$ cat config.mk
export PLATFORM = sky130hd
export DESIGN_NAME = flp_shr_seq
export DESIGN_NICKNAME = d
export VERILOG_FILES = /design/src/rtl/flp_shr_seq_pkg.sv /design/src/rtl/flp_shrjam_step.sv /design/src/rtl/flp_shr_seq.sv
export SDC_FILE = /design/constraint.sdc
export NUM_CORES = 1
export LEC_CHECK = 0
export ABC_AREA = 0
export CORE_ASPECT_RATIO = 0.75
export CORE_MARGIN = 8
export CORE_UTILIZATION = 30
export CTS_BUF_LIST = sky130_fd_sc_hd__clkbuf_4 sky130_fd_sc_hd__clkbuf_8 sky130_fd_sc_hd__clkbuf_16
export DETAILED_ROUTE_END_ITERATION = 6
export GPL_TIMING_DRIVEN = 0
export PLACE_DENSITY_LB_ADDON = 0.3
export SYNTH_ARGS = -nofsm -noshare
export SYNTH_HDL_FRONTEND = slang
export SYNTH_SLANG_ARGS = --single-unit
$ cat constraint.sdc
create_clock -name clk -period 2.09 [get_ports clk]
set_clock_uncertainty 0.1 [all_clocks]
set_input_delay 0.418 -clock clk [delete_from_list [all_inputs] [get_ports clk]]
set_output_delay 0.418 -clock clk [all_outputs]
set_load 0.01 [all_outputs]
$ cat src/rtl/flp_shr_seq_pkg.sv
// Shared state encodings for the shift-right-and-jam sequencer.
package flp_shr_seq_pkg;

  localparam logic [1:0] FLP_ST_IDLE  = 2'd0;
  localparam logic [1:0] FLP_ST_SHIFT = 2'd1;
  localparam logic [1:0] FLP_ST_DONE  = 2'd2;

  typedef enum logic [1:0] {
    ST_IDLE  = FLP_ST_IDLE,
    ST_SHIFT = FLP_ST_SHIFT,
    ST_DONE  = FLP_ST_DONE
  } flp_state_e;

endpackage

$ cat src/rtl/flp_shrjam_step.sv
// Combinational small-step right shifter: acc >> amt plus OR of the amt bits lost.
// amt is bounded by STEP, so this stays a narrow mux tree rather than a barrel shifter.
module flp_shrjam_step #(
  parameter int WIDTH = 64,
  parameter int STEP  = 4,
  parameter int AW    = $clog2(STEP + 1)
) (
  input  logic [WIDTH-1:0] acc,
  input  logic [AW-1:0]    amt,
  output logic [WIDTH-1:0] shifted,
  output logic             lost
);

  logic [WIDTH-1:0] low_mask;

  always_comb begin
    low_mask = ~({WIDTH{1'b1}} << amt);
    shifted  = acc >> amt;
    lost     = |(acc & low_mask);
  end

endmodule

$ cat src/rtl/flp_shr_seq.sv
// Multi-cycle shift-right-and-jam: result valid floor(min(shamt,WIDTH)/STEP)+1 cycles after accept.
// Result holds in DONE until m_ready; no new operand is taken until the result drains.
module flp_shr_seq
  import flp_shr_seq_pkg::*;
#(
  parameter int WIDTH = 64,
  parameter int STEP  = 4,
  parameter int SHW   = 7
) (
  input  logic             clk,
  input  logic             nrst,
  input  logic             flush,
  input  logic             s_valid,
  output logic             s_ready,
  input  logic [WIDTH-1:0] s_data,
  input  logic [SHW-1:0]   s_shamt,
  output logic             m_valid,
  input  logic             m_ready,
  output logic [WIDTH-1:0] m_data,
  output logic             m_sticky
);

  localparam int AW = $clog2(STEP + 1);

  flp_state_e       state_q, state_d;
  logic [WIDTH-1:0] acc_q, acc_d;
  logic [SHW-1:0]   rem_q, rem_d;
  logic             sticky_q, sticky_d;

  logic             rem_ge_step;
  logic [AW-1:0]    step_amt;
  logic [WIDTH-1:0] step_acc;
  logic             step_lost;

  assign rem_ge_step = (rem_q >= SHW'(STEP));
  // Below STEP the remainder fits in the step amount field.
  assign step_amt    = rem_ge_step ? AW'(STEP) : rem_q[AW-1:0];

  flp_shrjam_step #(
    .WIDTH (WIDTH),
    .STEP  (STEP),
    .AW    (AW)
  ) u_step (
    .acc     (acc_q),
    .amt     (step_amt),
    .shifted (step_acc),
    .lost    (step_lost)
  );

  always_comb begin
    state_d  = state_q;
    acc_d    = acc_q;
    rem_d    = rem_q;
    sticky_d = sticky_q;
    case (state_q)
      ST_IDLE: begin
        if (s_valid) begin
          acc_d    = s_data;
          rem_d    = (s_shamt > SHW'(WIDTH)) ? SHW'(WIDTH) : s_shamt;
          sticky_d = 1'b0;
          state_d  = ST_SHIFT;
        end
      end
      ST_SHIFT: begin
        acc_d    = step_acc;
        sticky_d = sticky_q | step_lost;
        if (rem_ge_step) begin
          rem_d = rem_q - SHW'(STEP);
        end else begin
          rem_d   = '0;
          state_d = ST_DONE;
        end
      end
      ST_DONE: begin
        if (m_ready) state_d = ST_IDLE;
      end
      default: state_d = ST_IDLE;
    endcase
    if (flush) begin
      state_d  = ST_IDLE;
      acc_d    = '0;
      rem_d    = '0;
      sticky_d = 1'b0;
    end
  end

  always_ff @(posedge clk or negedge nrst) begin
    if (!nrst) begin
      state_q  <= ST_IDLE;
      acc_q    <= '0;
      rem_q    <= '0;
      sticky_q <= 1'b0;
    end else begin
      state_q  <= state_d;
      acc_q    <= acc_d;
      rem_q    <= rem_d;
      sticky_q <= sticky_d;
    end
  end

  assign s_ready  = (state_q == ST_IDLE);
  assign m_valid  = (state_q == ST_DONE);
  assign m_data   = {acc_q[WIDTH-1:1], acc_q[0] | sticky_q};
  assign m_sticky = sticky_q;

endmodule
======== After elaboration in Yosys (flattened, before gate mapping) ========
Cells that the tools add are included.
operators by class
  add/sub/neg operators ................... 1
  $mul .................................... 0
  div/mod/pow operators ................... 0
  $lt $le $gt $ge ......................... 2
  eq/ne operators ......................... 5
  shifts and indexed selects .............. 2
  muxes and demuxes ....................... 17
  bitwise logic cells ..................... 4
  reductions and logical operators ........ 5
operator list
  cell                                                    number
  two-way mux 64 bit                                      2
  one-hot mux 64 bit (2 select lines)                     1
  bitwise AND 64 bit                                      1
  NOT 64 bit                                              1
  OR reduction 64 bit                                     1
  left shift 64 x 3 -> 64 bit (first input constant)      1
  right shift 64 x 3 -> 64 bit                            1
  two-way mux 7 bit                                       4
  one-hot mux 7 bit (2 select lines)                      1
  two-way mux 2 bit                                       4
  >= comparator 7 x 3 -> 1 bit (second input constant)    1
  > comparator 7 bit (second input constant)              1
  subtractor 7 x 3 -> 7 bit (second input constant)       1
  inequality test 3 bit (second input constant)           2
  one-hot mux 2 bit (3 select lines)                      1
  two-way mux 3 bit                                       1
  inequality test 3 x 2 -> 1 bit (second input constant)  1
  AND reduction 3 bit                                     1
  nonzero test 3 bit                                      1
  == test 2 x 1 -> 1 bit (second input constant)          1
  == test 2 bit (second input constant)                   1
  zero test 2 bit                                         1
  two-way mux 1 bit                                       2
  OR 1 bit                                                2
  other kinds (2)                                         2
word-level totals
  register bits after elaboration ......... 74
  bits in latches ......................... 0
  RAM bits ................................ 0
  bits in read-only memories .............. 0
  input port bits ......................... 76
  output and inout bits ................... 67
  logic and storage cells ................. 40
  memories ................................ 0

======== Longest topological paths before layout ========
  word-level depth ........................ 9
  gate-level depth with buffers ........... 7
  gate-level depth less buffers ........... 6

======== Hierarchy ========
Synthesis repeated with hierarchy kept, for this count alone.
second synthesis, totals
  cells, all modules ...................... 676
  area, all modules ....................... 6438.7 um^2
by module, submodules not included
  module           instances  cells each  area each (um^2)  seq. area each (um^2)
  flp_shr_seq      1          484         4129.0            1851.8
  flp_shrjam_step  1          192         2309.7            0.0

======== Least setup slack after synthesis ========
Ideal clock, no wire load.
  path type ............................... register to register
  from .................................... register rem_q[5]
  to ...................................... register acc_q[47]
  library setup time ...................... 0.120 ns
  data arrival time ....................... 1.879 ns
  required time ........................... 1.870 ns
  setup slack ............................. -0.010 ns
  cell stages (with the launch flop) ...... 7
  path buffers ............................ 2
  period minus slack after synthesis ...... 2.100 ns
  path through ............................ dfrtp_1 > or4_4 > buf_6 > nor4_4 > buf_6 > o221ai_1 > o211a_1
on the way
  longest elaborated chain between the ends .. 5
ends and longest elaborated chain
  item                                 line                   text
  from (decl)                          flp_shr_seq.sv:27      logic [SHW-1:0] rem_q, rem_d;
  from (signal assigned)               flp_shr_seq.sv:96      rem_q <= rem_d;
  >= comparator 7 x 3 -> 1 bit         flp_shr_seq.sv:35      assign rem_ge_step = (rem_q >= SHW'(STEP));
  two-way mux 3 bit                    flp_shr_seq.sv:37      assign step_amt = rem_ge_step ? AW'(STEP) : rem_q[AW-1:0];
  right shift 64 x 3 -> 64 bit         flp_shrjam_step.sv:18  shifted = acc >> amt;
  one-hot mux 64 bit (2 select lines)  flp_shr_seq.sv:55      case (state_q)
  two-way mux 64 bit                   flp_shr_seq.sv:79      if (flush) begin
  to (signal assigned)                 flp_shr_seq.sv:90      acc_q <= '0;
  to (signal assigned)                 flp_shr_seq.sv:95      acc_q <= acc_d;
  to (decl)                            flp_shr_seq.sv:26      logic [WIDTH-1:0] acc_q, acc_d;
No other way between the ends.
A chain may end at the register's enable or synchronous reset.

======== Final worst setup path ========
  from .................................... register rem_q[5]
  to ...................................... register acc_q[2]
The elaborated chain is that of the path after synthesis.

==> qor.csv <==
stage;metric;value;unit
status;status;finished, violations left;
status;failed_checks;negative setup slack;
power_and_ir_drop;power_leakage;3.87;nW
die;initial_utilization;30.3;%
grt;first_global_vias;7386;
power_and_ir_drop;power.ir.vdd_worst;0.559;mV
die;floorplan.rows;47;
timing;worst_slew_margin_rel;44.3;%
setup_path;crit_required;2.23;ns
setup_path;crit-reg2reg-launch;rem_q[5];
finish;antenna-diode-count;0;
timing;slew_viol_final;0;
setup_path;path_class;flip-flop to flip-flop;
die;die-area;0.0271;mm2
route;drt_iter0_markers;1033;
finish;non_filler_cells_final;1261;
route;dr_total_vias;7610;
route;drt_pass1_iterations;6;
synthesis;number_of_warnings_printed_during_yosys_synthesis;0;
hold_path;holdCritPathClass;input pin to asynchronous set/reset pin;
synthesis;yosys-mux-area-fraction;9.96;%
finish;fillers;2074;
grt;grt_antenna_before_repair;0;
timing;final-setup-viol-count;63;
setup_path;critical_path.top_delay_family;compound AO/OA/AOI/OAI gates;
route;drcViolationCount;0;
job;drv_cap;0;
route;antenna_left;0;
synthesis;post_synth_xor_area_fraction;0.132;%
synthesis;postSynthCellCount;770;
setup_path;critPathMaxFanout;7;
timing;finalCritPeriodShare;109;%
timing;rsz0062_at_grt;yes;
setup_path;r2r.worst_path.cells;7;
power_and_ir_drop;final_total_power;13.3;mW
setup_path;startpoint_type;flip-flop;
route;routed_wirelength;29200;um
synthesis;synth_fa_ha_area_share;0.378;%
synthesis;netlist-cell-type-count;64;
place;numPlacedInstances;1206;
route;via_density_per_instance;6.03;
synthesis;seq_area_frac_synth;28.0;%
setup_path;critical-path-top-cell-by-count;buf_12;
power_and_ir_drop;power.density_cell_area;1290;mW/mm2
finish;finish.utilization;46.9;%
timing;tightest_slew;0.835;ns
grt;pin_count_of_the_biggest_net_entering_global_routing;57;
setup_path;worst_setup_slack_for_register_to_register_paths;-0.18;ns
clock_tree;cts_tree;done;
synthesis;synth-compound-area-share;32.7;%
route;wl_per_cell;23.2;um
clock_tree;clock_path_buffers;2;
synthesis;share_of_flip_flops_with_an_asynchronous_set_or_reset;100;%
place;placement.cell_area;0.00842;mm2
die;core;0.0219;mm2
place;place.gp.congestion;0.926;
grt;grt_overflow;0;
clock_tree;clock-root-buffer;clkbuf_16;
die;die_height;145;um
finish;area.growth.synth_to_final;54.9;%
setup_path;arrival;2.41;ns
synthesis;syn_area_per_cell;8.60;um2
timing;timing.hold.ws;0.390;ns
setup_path;timing.critical_path.cells;or4_4 -> buf_12 -> buf_12 -> buf_4 -> o21ai_2 -> o221ai_2 -> o221a_2;
setup_path;slowest_stage_delay_on_critical_path;0.58;ns
synthesis;dominant_combinational_cell_family_by_area_after_synthesis;compound AO/OA/AOI/OAI gates;
finish;fin_nets;1040;
die;design.portCount;143;
grt;grt_first_pass_wirelength;43300;um
finish;final_area;0.0103;mm2
timing;clock.fmax;0.441;GHz
clock_tree;cts.htree.levels;3;
synthesis;synth_nets;848;
timing;final_period_minus_worst_setup_slack;2.27;ns
finish;layout-drive-gt1-share;36.7;%
grt;grt.total_usage;20.0;%
clock_tree;numCtsBuffers;9;
finish;final-seq-area;0.00191;mm2
setup_path;critPathCaptureType;flip-flop;
setup_path;path_buf_inv;3;
place;dp.final_hpwl;19600;um
synthesis;synth_simple_gate_area_share;15.7;%
place;placement.io_buffers;141;
timing;timing.final.hold_violations;0;
finish;multi_input_gate_area_in_the_final_layout;0.00480;mm2
die;dieWidth;188;um
synthesis;ys_dominant_reg_cell;dfrtp_1;
synthesis;yosys_register_bits;74;
timing;layout_setup_ws;-0.178;ns
clock_tree;clkLatencyLatePin;0.36;ns
setup_path;slowest_stage;or4_4;
clock_tree;tritoncts_num_sinks;74;
clock_tree;clkSlewWorstSetupHoldPaths;0.06;ns
setup_path;regToRegEndpoint;acc_q[2];
synthesis;synthesis.area;0.00662;mm2
synthesis;synth-edff-count;0;
## worst reg2reg max path: cells and delay by family (launching register included)
| kind | cells | cell delay, ns |
|---|---|---|
| DFF | 1 | 0.43 |
| AOI/OAI and AO/OA | 3 | 0.60 |
| buffers and inverters | 3 | 0.46 |
| and+or+nand+nor | 1 | 0.58 |
## layout make-up
| class | count | area share [%] |
|---|---|---|
| inverter | 8 | 0.342 |
| clock buffer | 14 | 2.74 |
| timing repair buffer | 184 | 18.2 |
| clock inverter | 2 | 0.0976 |
| buffer | 143 | 9.66 |
| multi-input combinational | 542 | 46.8 |
| sequential | 74 | 18.6 |
| tap | 294 | 3.59 |
## registers in the layout, indices dropped and copies added, names as in the netlist
signal	flops
acc_q	64
rem_q	7
m_sticky	1
state_q	2
## worst max-delay path by stage
stage          startpoint        end  depth (start not counted)
4_1_cts          rem_q[3]  acc_q[12]                          7
3_5_place_dp        flush  acc_q[55]                          6
5_1_grt          rem_q[5]  acc_q[55]                          7
3_3_place_gp         nrst  acc_q[57]                          1
6_report         rem_q[5]   acc_q[2]                          7
2_1_floorplan    rem_q[5]  acc_q[47]                          6
## layer usage
layer  up-vias  global-route usage (%)  part of all wire, %
li1       3338                       -                    -
met3       103                    6.15                  9.8
met5         -                       0                    0
met1      3704                    28.1                   45
met4         0                    6.78                  3.5
met2       465                    28.7                   42
## cell families (layout without fill, tap and decap cells)
logic type,Yosys count,in the layout
compound gates,278,278
xor+xnor,1,1
fa+ha+maj,2,2
buf+inv,154,351
flops,74,74
mux,60,60
simple gates,201,201
## cells in the final DEF, fill, tap and decap left out, types with 5 or more instances in the layout
master	n
clkdlybuf4s50_1	137
buf_4	100
nor2_1	75
o21ai_0	51
mux2i_1	49
o2bb2ai_1	45
dfrtp_2	43
o211a_1	39
o221ai_2	31
dfrtp_1	31
nor4_2	24
clkbuf_2	23
nand2_1	23
a21oi_1	22
clkbuf_1	21
nor4_4	17
buf_6	14
clkbuf_16	12
nand2b_1	9
clkbuf_4	8
buf_2	8
nor4_1	8
a2bb2oi_1	8
mux2_2	7
a32oi_1	7
inv_1	6
o221ai_4	6
o311a_1	5
nor3_1	5
o221ai_1	5
o31ai_1	5
o211ai_1	5
## cells in the mapped netlist, drive strengths merged (7+ instances only)
cell | n | area, um2
buf | 85 | 613
nor2 | 78 | 293
dfrtp | 74 | 1850
clkbuf | 61 | 229
o21ai | 58 | 290
mux2i | 49 | 490
nor4 | 49 | 322
o2bb2ai | 45 | 394
o221ai | 42 | 368
o211a | 39 | 390
nand2 | 25 | 93.8
a21oi | 22 | 110
nor3 | 11 | 66.3
nand2b | 9 | 56.3
a2bb2oi | 8 | 70.1
o31ai | 8 | 65.1
a32oi | 7 | 61.3
inv | 7 | 26.3
mux2 | 7 | 78.8
## power breakdown
part           total, mW  leakage (nW)  switching [mW]  internal (mW)
Sequential          2.99         0.920            1.06           1.93
Combinational       8.69          2.80            4.52           4.17
Clock               1.58         0.149           0.659          0.925
## metrics by stage
stage               setup slack, ns  TNS (ns)
global route                 -0.273     -9.49
global placement              -2.29   -216.38
CTS                          -0.137     -5.36
detailed placement           -0.857    -44.12
finish                       -0.178     -5.11
floorplan                  -0.00986    -0.344
## timing repair
action	in CTS	in global routing
endpoints found under the hold margin	18	0
endpoints found under the setup margin	77	109
gates resized for setup	120	191
buffers inserted	19	18
cloned	3	3
hold buffers	1	0
pin swaps	21	54
(Power assumes the default switching activity.)
